--- src/rtl/imm_gen_if.sv ---
// imm_gen_if: valid/ready bundle between decode, the immediate generator and execute.
//   in_valid/in_ready/in_instr/in_extop/in_tag : instruction side
//   out_valid/out_ready/out_imm/out_tag/out_bad : immediate side
//   master = producer of instructions and consumer of immediates, slave = imm_gen_pipe
interface imm_gen_if #(
   parameter int XLEN  = 64,
   parameter int TAG_W = 8
) ();
   logic             in_valid;
   logic             in_ready;
   logic [31:0]      in_instr;
   logic [2:0]       in_extop;
   logic [TAG_W-1:0] in_tag;
   logic             out_valid;
   logic             out_ready;
   logic [XLEN-1:0]  out_imm;
   logic [TAG_W-1:0] out_tag;
   logic             out_bad;
   modport master (
      output in_valid, in_instr, in_extop, in_tag, out_ready,
      input  in_ready, out_valid, out_imm, out_tag, out_bad
   );
   modport slave (
      input  in_valid, in_instr, in_extop, in_tag, out_ready,
      output in_ready, out_valid, out_imm, out_tag, out_bad
   );
endinterface

--- src/rtl/imm_gen_pipe.sv ---
// imm_gen_pipe: registered RV immediate generator behind a 2-entry skid buffer.
//   clk, rst (sync, active-high), flush (drops all held entries)
//   bus.slave : in_* instruction handshake, out_* immediate handshake, out_bad for illegal shamt
module imm_gen_pipe #(
   parameter int XLEN  = 64,
   parameter int TAG_W = 8
) (
   input logic        clk,
   input logic        rst,
   input logic        flush,
   imm_gen_if.slave   bus
);
   if (XLEN != 32 && XLEN != 64) begin : g_bad_xlen
      $error("imm_gen_pipe: XLEN must be 32 or 64");
   end
   logic             or_v, sr_v;
   logic [31:0]      or_i, sr_i;
   logic [2:0]       or_e, sr_e;
   logic [TAG_W-1:0] or_t, sr_t;
   logic             acc, load;
   logic [XLEN-1:0]  imm;
   logic             unused;
   // in_ready comes straight from the skid flag, so out_ready never reaches it combinationally
   assign acc    = bus.in_valid && !sr_v;
   assign load   = !or_v || bus.out_ready;
   assign unused = ^or_i[6:0];
   always_ff @(posedge clk) begin
      if (rst || flush) begin
         or_v <= 1'b0;
         sr_v <= 1'b0;
      end else if (load) begin
         or_v <= sr_v || acc;
         sr_v <= 1'b0;
      end else if (acc) begin
         sr_v <= 1'b1;
      end
      if (rst) begin
         or_i <= '0;
         or_e <= '0;
         or_t <= '0;
      end else if (!flush && load && sr_v) begin
         or_i <= sr_i;
         or_e <= sr_e;
         or_t <= sr_t;
      end else if (!flush && load && acc) begin
         or_i <= bus.in_instr;
         or_e <= bus.in_extop;
         or_t <= bus.in_tag;
      end
      if (!rst && !flush && !load && acc) begin
         sr_i <= bus.in_instr;
         sr_e <= bus.in_extop;
         sr_t <= bus.in_tag;
      end
   end
   // Decoded from the captured word so the output only changes when the output register loads
   always_comb begin
      imm = or_e == 3'd0 ? XLEN'($signed(or_i[31:20])) :
            or_e == 3'd1 ? XLEN'($signed({or_i[31:12], 12'b0})) :
            or_e == 3'd2 ? XLEN'($signed({or_i[31:25], or_i[11:7]})) :
            or_e == 3'd3 ? XLEN'($signed({or_i[31], or_i[7], or_i[30:25], or_i[11:8], 1'b0})) :
            or_e == 3'd4 ? XLEN'($signed({or_i[31], or_i[19:12], or_i[20], or_i[30:21], 1'b0})) :
            or_e == 3'd5 ? (XLEN == 64 ? XLEN'(or_i[25:20]) : XLEN'(or_i[24:20])) :
            or_e == 3'd6 ? XLEN'(or_i[19:15]) : '0;
   end
   assign bus.in_ready  = !sr_v;
   assign bus.out_valid = or_v;
   assign bus.out_imm   = imm;
   assign bus.out_tag   = or_t;
   assign bus.out_bad   = or_e == 3'd5 && XLEN == 32 && or_i[25];
endmodule

--- src/flat_wrapper.sv ---
// flat-port wrapper written by rule: the top's interface ports become plain ports
module imm_gen_pipe_flat 
#(
   parameter int XLEN  = 64,
   parameter int TAG_W = 8
)
  (clk, rst, flush, bus_in_valid, bus_in_instr, bus_in_extop, bus_in_tag, bus_out_ready, bus_in_ready, bus_out_valid, bus_out_imm, bus_out_tag, bus_out_bad);
  imm_gen_if #(.XLEN(XLEN), .TAG_W(TAG_W)) bus_i ();
  input logic clk;
  input logic rst;
  input logic flush;
  input wire logic [$bits(bus_i.in_valid)-1:0] bus_in_valid;
  input wire logic [$bits(bus_i.in_instr)-1:0] bus_in_instr;
  input wire logic [$bits(bus_i.in_extop)-1:0] bus_in_extop;
  input wire logic [$bits(bus_i.in_tag)-1:0] bus_in_tag;
  input wire logic [$bits(bus_i.out_ready)-1:0] bus_out_ready;
  output wire logic [$bits(bus_i.in_ready)-1:0] bus_in_ready;
  output wire logic [$bits(bus_i.out_valid)-1:0] bus_out_valid;
  output wire logic [$bits(bus_i.out_imm)-1:0] bus_out_imm;
  output wire logic [$bits(bus_i.out_tag)-1:0] bus_out_tag;
  output wire logic [$bits(bus_i.out_bad)-1:0] bus_out_bad;
  assign bus_i.in_valid = bus_in_valid;
  assign bus_i.in_instr = bus_in_instr;
  assign bus_i.in_extop = bus_in_extop;
  assign bus_i.in_tag = bus_in_tag;
  assign bus_i.out_ready = bus_out_ready;
  assign bus_in_ready = bus_i.in_ready;
  assign bus_out_valid = bus_i.out_valid;
  assign bus_out_imm = bus_i.out_imm;
  assign bus_out_tag = bus_i.out_tag;
  assign bus_out_bad = bus_i.out_bad;
  imm_gen_pipe #(.XLEN(XLEN), .TAG_W(TAG_W)) u_core (.clk(clk), .rst(rst), .flush(flush), .bus(bus_i));
endmodule
--- config.mk ---
export PLATFORM = sky130hd
export DESIGN_NAME = imm_gen_pipe_flat
export DESIGN_NICKNAME = d
export VERILOG_FILES = /design/src/rtl/imm_gen_if.sv /design/src/rtl/imm_gen_pipe.sv /design/src/flat_wrapper.sv
export SDC_FILE = /design/constraint.sdc
export NUM_CORES = 1
export LEC_CHECK = 0
export ABC_AREA = 0
export CORE_ASPECT_RATIO = 0.6
export CORE_UTILIZATION = 42
export CTS_CLUSTER_DIAMETER = 200
export DETAILED_ROUTE_END_ITERATION = 7
export PLACE_DENSITY = 0.77
export SYNTH_ARGS = -nofsm -noshare
export SYNTH_HDL_FRONTEND = slang
export SYNTH_SLANG_ARGS = --single-unit
--- constraint.sdc ---
create_clock -name clk -period 1.95 [get_ports clk]
set_input_delay 0.2925 -clock clk [delete_from_list [all_inputs] [get_ports clk]]
set_output_delay 0.2925 -clock clk [all_outputs]
set_load 0.02 [all_outputs]
==> metrics.yaml <==
ys_types: 36
r2r_end: "u_core.sr_t[0]"
power_density_mw_per_mm2: 816
grt-ovfl-total: 0
fmax_ghz: 0.521
vdd_drop_max_mv: 0.553
drt_iter0_drc: 302
synth_top_family_by_area: "compound AO/OA/AOI/OAI gates"
switching_power_uw: 964
die-area_mm2: 0.00935
avgSynthCellArea_um2: 10.3
place_area_mm2: 0.00490
drt-total-wl_um: 9850
worstPathArrival_ns: 1.63
setup_tns_ns: 0
finalMaxSlewViolations: 0
clk_latency_ns: 0.33
ctsHoldBuffers: 0
synth_xor_area_frac: 0
finClkSkew_ns: 0.00496
drc: 0
start_util: 0.438
r2r_slack_ns: 0.51
p_clk_frac: 0.430
critical_path_peak_fanout: 9
synth_common_cells: "54 x a21oi_1, 39 x nor2_1, 38 x dfxtp_1, 38 x inv_1"
firstDrtPassIters: 5
die_h_um: 75.3
postRouteAntennaNets: 0
design_area_mm2: 0.00496
holdPathEnd: "u_core.bus.out_tag[5]"
grt_max_degree: 37
track_usage: 0.219
hold_viol: 0
grt_pass1_wl_um: 15300
hold_depth: 2
die_x_um: 124
synthesis.nets: 413
cts_root_buf: "clkbuf_16"
place_congestion: 0.813
netlist_instances: 365
drive_gt1_frac: 0.294
maxCapViolations: 0
viasPerCell: 5.39
crit_path_start_kind: "flip-flop"
synthDominantCellAreaShare: 0.287
numCtsBuffers: 9
worstSetupPathType: "flip-flop to primary output"
path_clk_slew_ns: 0.05
first_global_vias: 3086
synth-simple-area-share: 0.0855
cts_sinks: 74
wire_per_inst_um: 17.2
synthAdderAreaFrac: 0
htree_num_levels: 3
diodes: 0
final_nets: 506
io_pins: 123
hold_path.class: "flip-flop to flip-flop"
p_int_uw: 3090
rsz0062_at_grt: "yes"
synth_area_mm2: 0.00376
yosysSeqAreaShare: 0.490
dpl.hpwl_um: 6750
setup_ws_ns: 0.0313
clockBufferDepth: 2
p_seq_frac: 0.422
cts_tree: "built"
p_leak_uw: 0.00201
synthFlopType: "dfxtp_1"
antenna_found_initial: 0
holdCritStartpoint: "u_core.bus.out_tag[5]"
rr_worst_depth: 3
ys_seq_elements: 74
p_comb_frac: 0.149
areaGrowthSynthToFinish_pct: 32.0
numPortBuffers: 114
synth_enable_flop_cells: 36
core_mm2: 0.00859
num_vias: 3093
timing.final.crit_share: 0.984
r2r_start: "u_core.bus.out_valid"
power_switching_share: 0.238
end_kind: "primary output"
yosys_warnings: 0
synth_compound_area_frac: 0.261
worstPathRequired_ns: 1.66
async_flop_share: 0
post-synth-top-count-cell: "a21oi_1"
synth_top_area_cell: "edfxtp_1"
synthTopCellsByArea: "edfxtp_1 29%, dfxtp_1 20%, o32ai_2 7.3%"
status: "finished clean"
row_count: 26
dp_slack_ns: -0.0416
setup_viol: 0
synthMuxAreaShare: 0.00266
finalCriticalPeriod_ns: 1.92
-- how the worst max path moves through the flow --
| stage | cells past startpoint | from | to | slack [ns] |
|---|---|---|---|---|
| floorplan | 3 | u_core.sr_v | u_core.sr_e[0] | 0.07 |
| global placement | 6 | u_core.or_e[2] | bus_out_imm[11] | -0.01 |
| detailed placement | 6 | u_core.or_e[2] | bus_out_imm[11] | -0.04 |
| CTS | 6 | u_core.or_e[1] | bus_out_imm[13] | 0.0002 |
| global route | 6 | u_core.or_e[1] | bus_out_imm[17] | -0.03 |
| finish | 6 | u_core.or_e[1] | bus_out_imm[16] | 0.03 |
-- repair_timing --
item / in CTS / in global routing
hold endpoints to repair: 0 / 0
setup endpoints to repair: 64 / 55
buffers inserted: 0 / 0
resized for setup: 122 / 92
-- cell type report --
cell class              count  area [um^2]
clock buffers              10          239
clock inverters             5         78.8
fillers                   750         3620
inverters                  38          143
multi-input cells         191         1350
flip-flops and latches     74         1850
well taps                 112          140
repair buffers            144         1170
-- registers in the layout, indices dropped and copies added, names as in the netlist --
signal                cells
u_core.or_i              25
u_core.sr_i              25
u_core.bus.out_tag        8
u_core.sr_t               8
u_core.or_e               3
u_core.sr_e               3
u_core.bus.out_valid      1
u_core.sr_v               1
-- critical path, stage by stage, from the launching register on --
cell and delay [ns]:
dfxtp_4 0.36, buf_4 0.14, nor2b_1 0.11, buf_4 0.18, a21oi_1 0.08, o22ai_1 0.23, buf_4 0.20
-- per-stage QoR --
step	instances	utilization	total power, uW	hold slack (ns)
final	574	0.578	4050	0.451
after global routing	574	0.578	4190	0.486
after CTS	574	0.600	4100	0.453
after detailed placement	559	0.571	2400	0.443
after global placement	559	0.571	2380	0.444
after floorplan	365	-	2110	0.370
-- layout by cell type, fill, tap and decap left out, drive strengths merged --
| cell type | instances |
|---|---|
| edfxtp | 36 |
| o31ai | 2 |
| a22oi | 4 |
| nand2b | 1 |
| nor2b | 5 |
| clkdlybuf4s50 | 50 |
| conb | 1 |
| a2bb2oi | 4 |
| dlygate4sd2 | 6 |
| or2b | 1 |
| bufinv | 2 |
| nand3b | 1 |
| buf | 43 |
| o22ai | 8 |
| clkdlybuf4s15 | 1 |
| mux2i | 1 |
| a21o | 11 |
| a31oi | 1 |
| and3 | 6 |
| and2b | 1 |
| dfxtp | 38 |
| nor4 | 1 |
| o21ai | 4 |
| clkbuf | 54 |
| nand2 | 3 |
| a21oi | 54 |
| clkinv | 3 |
| a21boi | 1 |
| and2 | 1 |
| nor2 | 41 |
| nor4b | 1 |
| o32ai | 37 |
| inv | 38 |
| and4 | 1 |
-- metal layers --
layer,up-vias,part of all wire,track usage
li1,1468,-,-
met3,8,0.088,0.0719
met5,-,0,0
met2,125,0.46,0.362
met4,0,0.0054,0.0516
met1,1492,0.44,0.283
-- power groups by stage --
| stage | Clock (uW) | Combinational (uW) | Sequential (uW) |
|---|---|---|---|
| 3_5_place_dp | 0 | 663 | 1740 |
| 2_1_floorplan | 0 | 372 | 1740 |
| 5_1_grt | 1830 | 646 | 1710 |
| 4_1_cts | 1770 | 616 | 1710 |
| 6_report | 1740 | 602 | 1710 |
| 3_3_place_gp | 0 | 648 | 1740 |
-- logic make-up after synthesis --
| logic type | Yosys count |
|---|---|
| AO/OA/AOI/OAI | 126 |
| buffers and inverters | 100 |
| flip-flops | 74 |
| multiplexers | 1 |
| other | 1 |
| AND/OR/NAND/NOR | 63 |
Power figures use the tool's default switching activity.
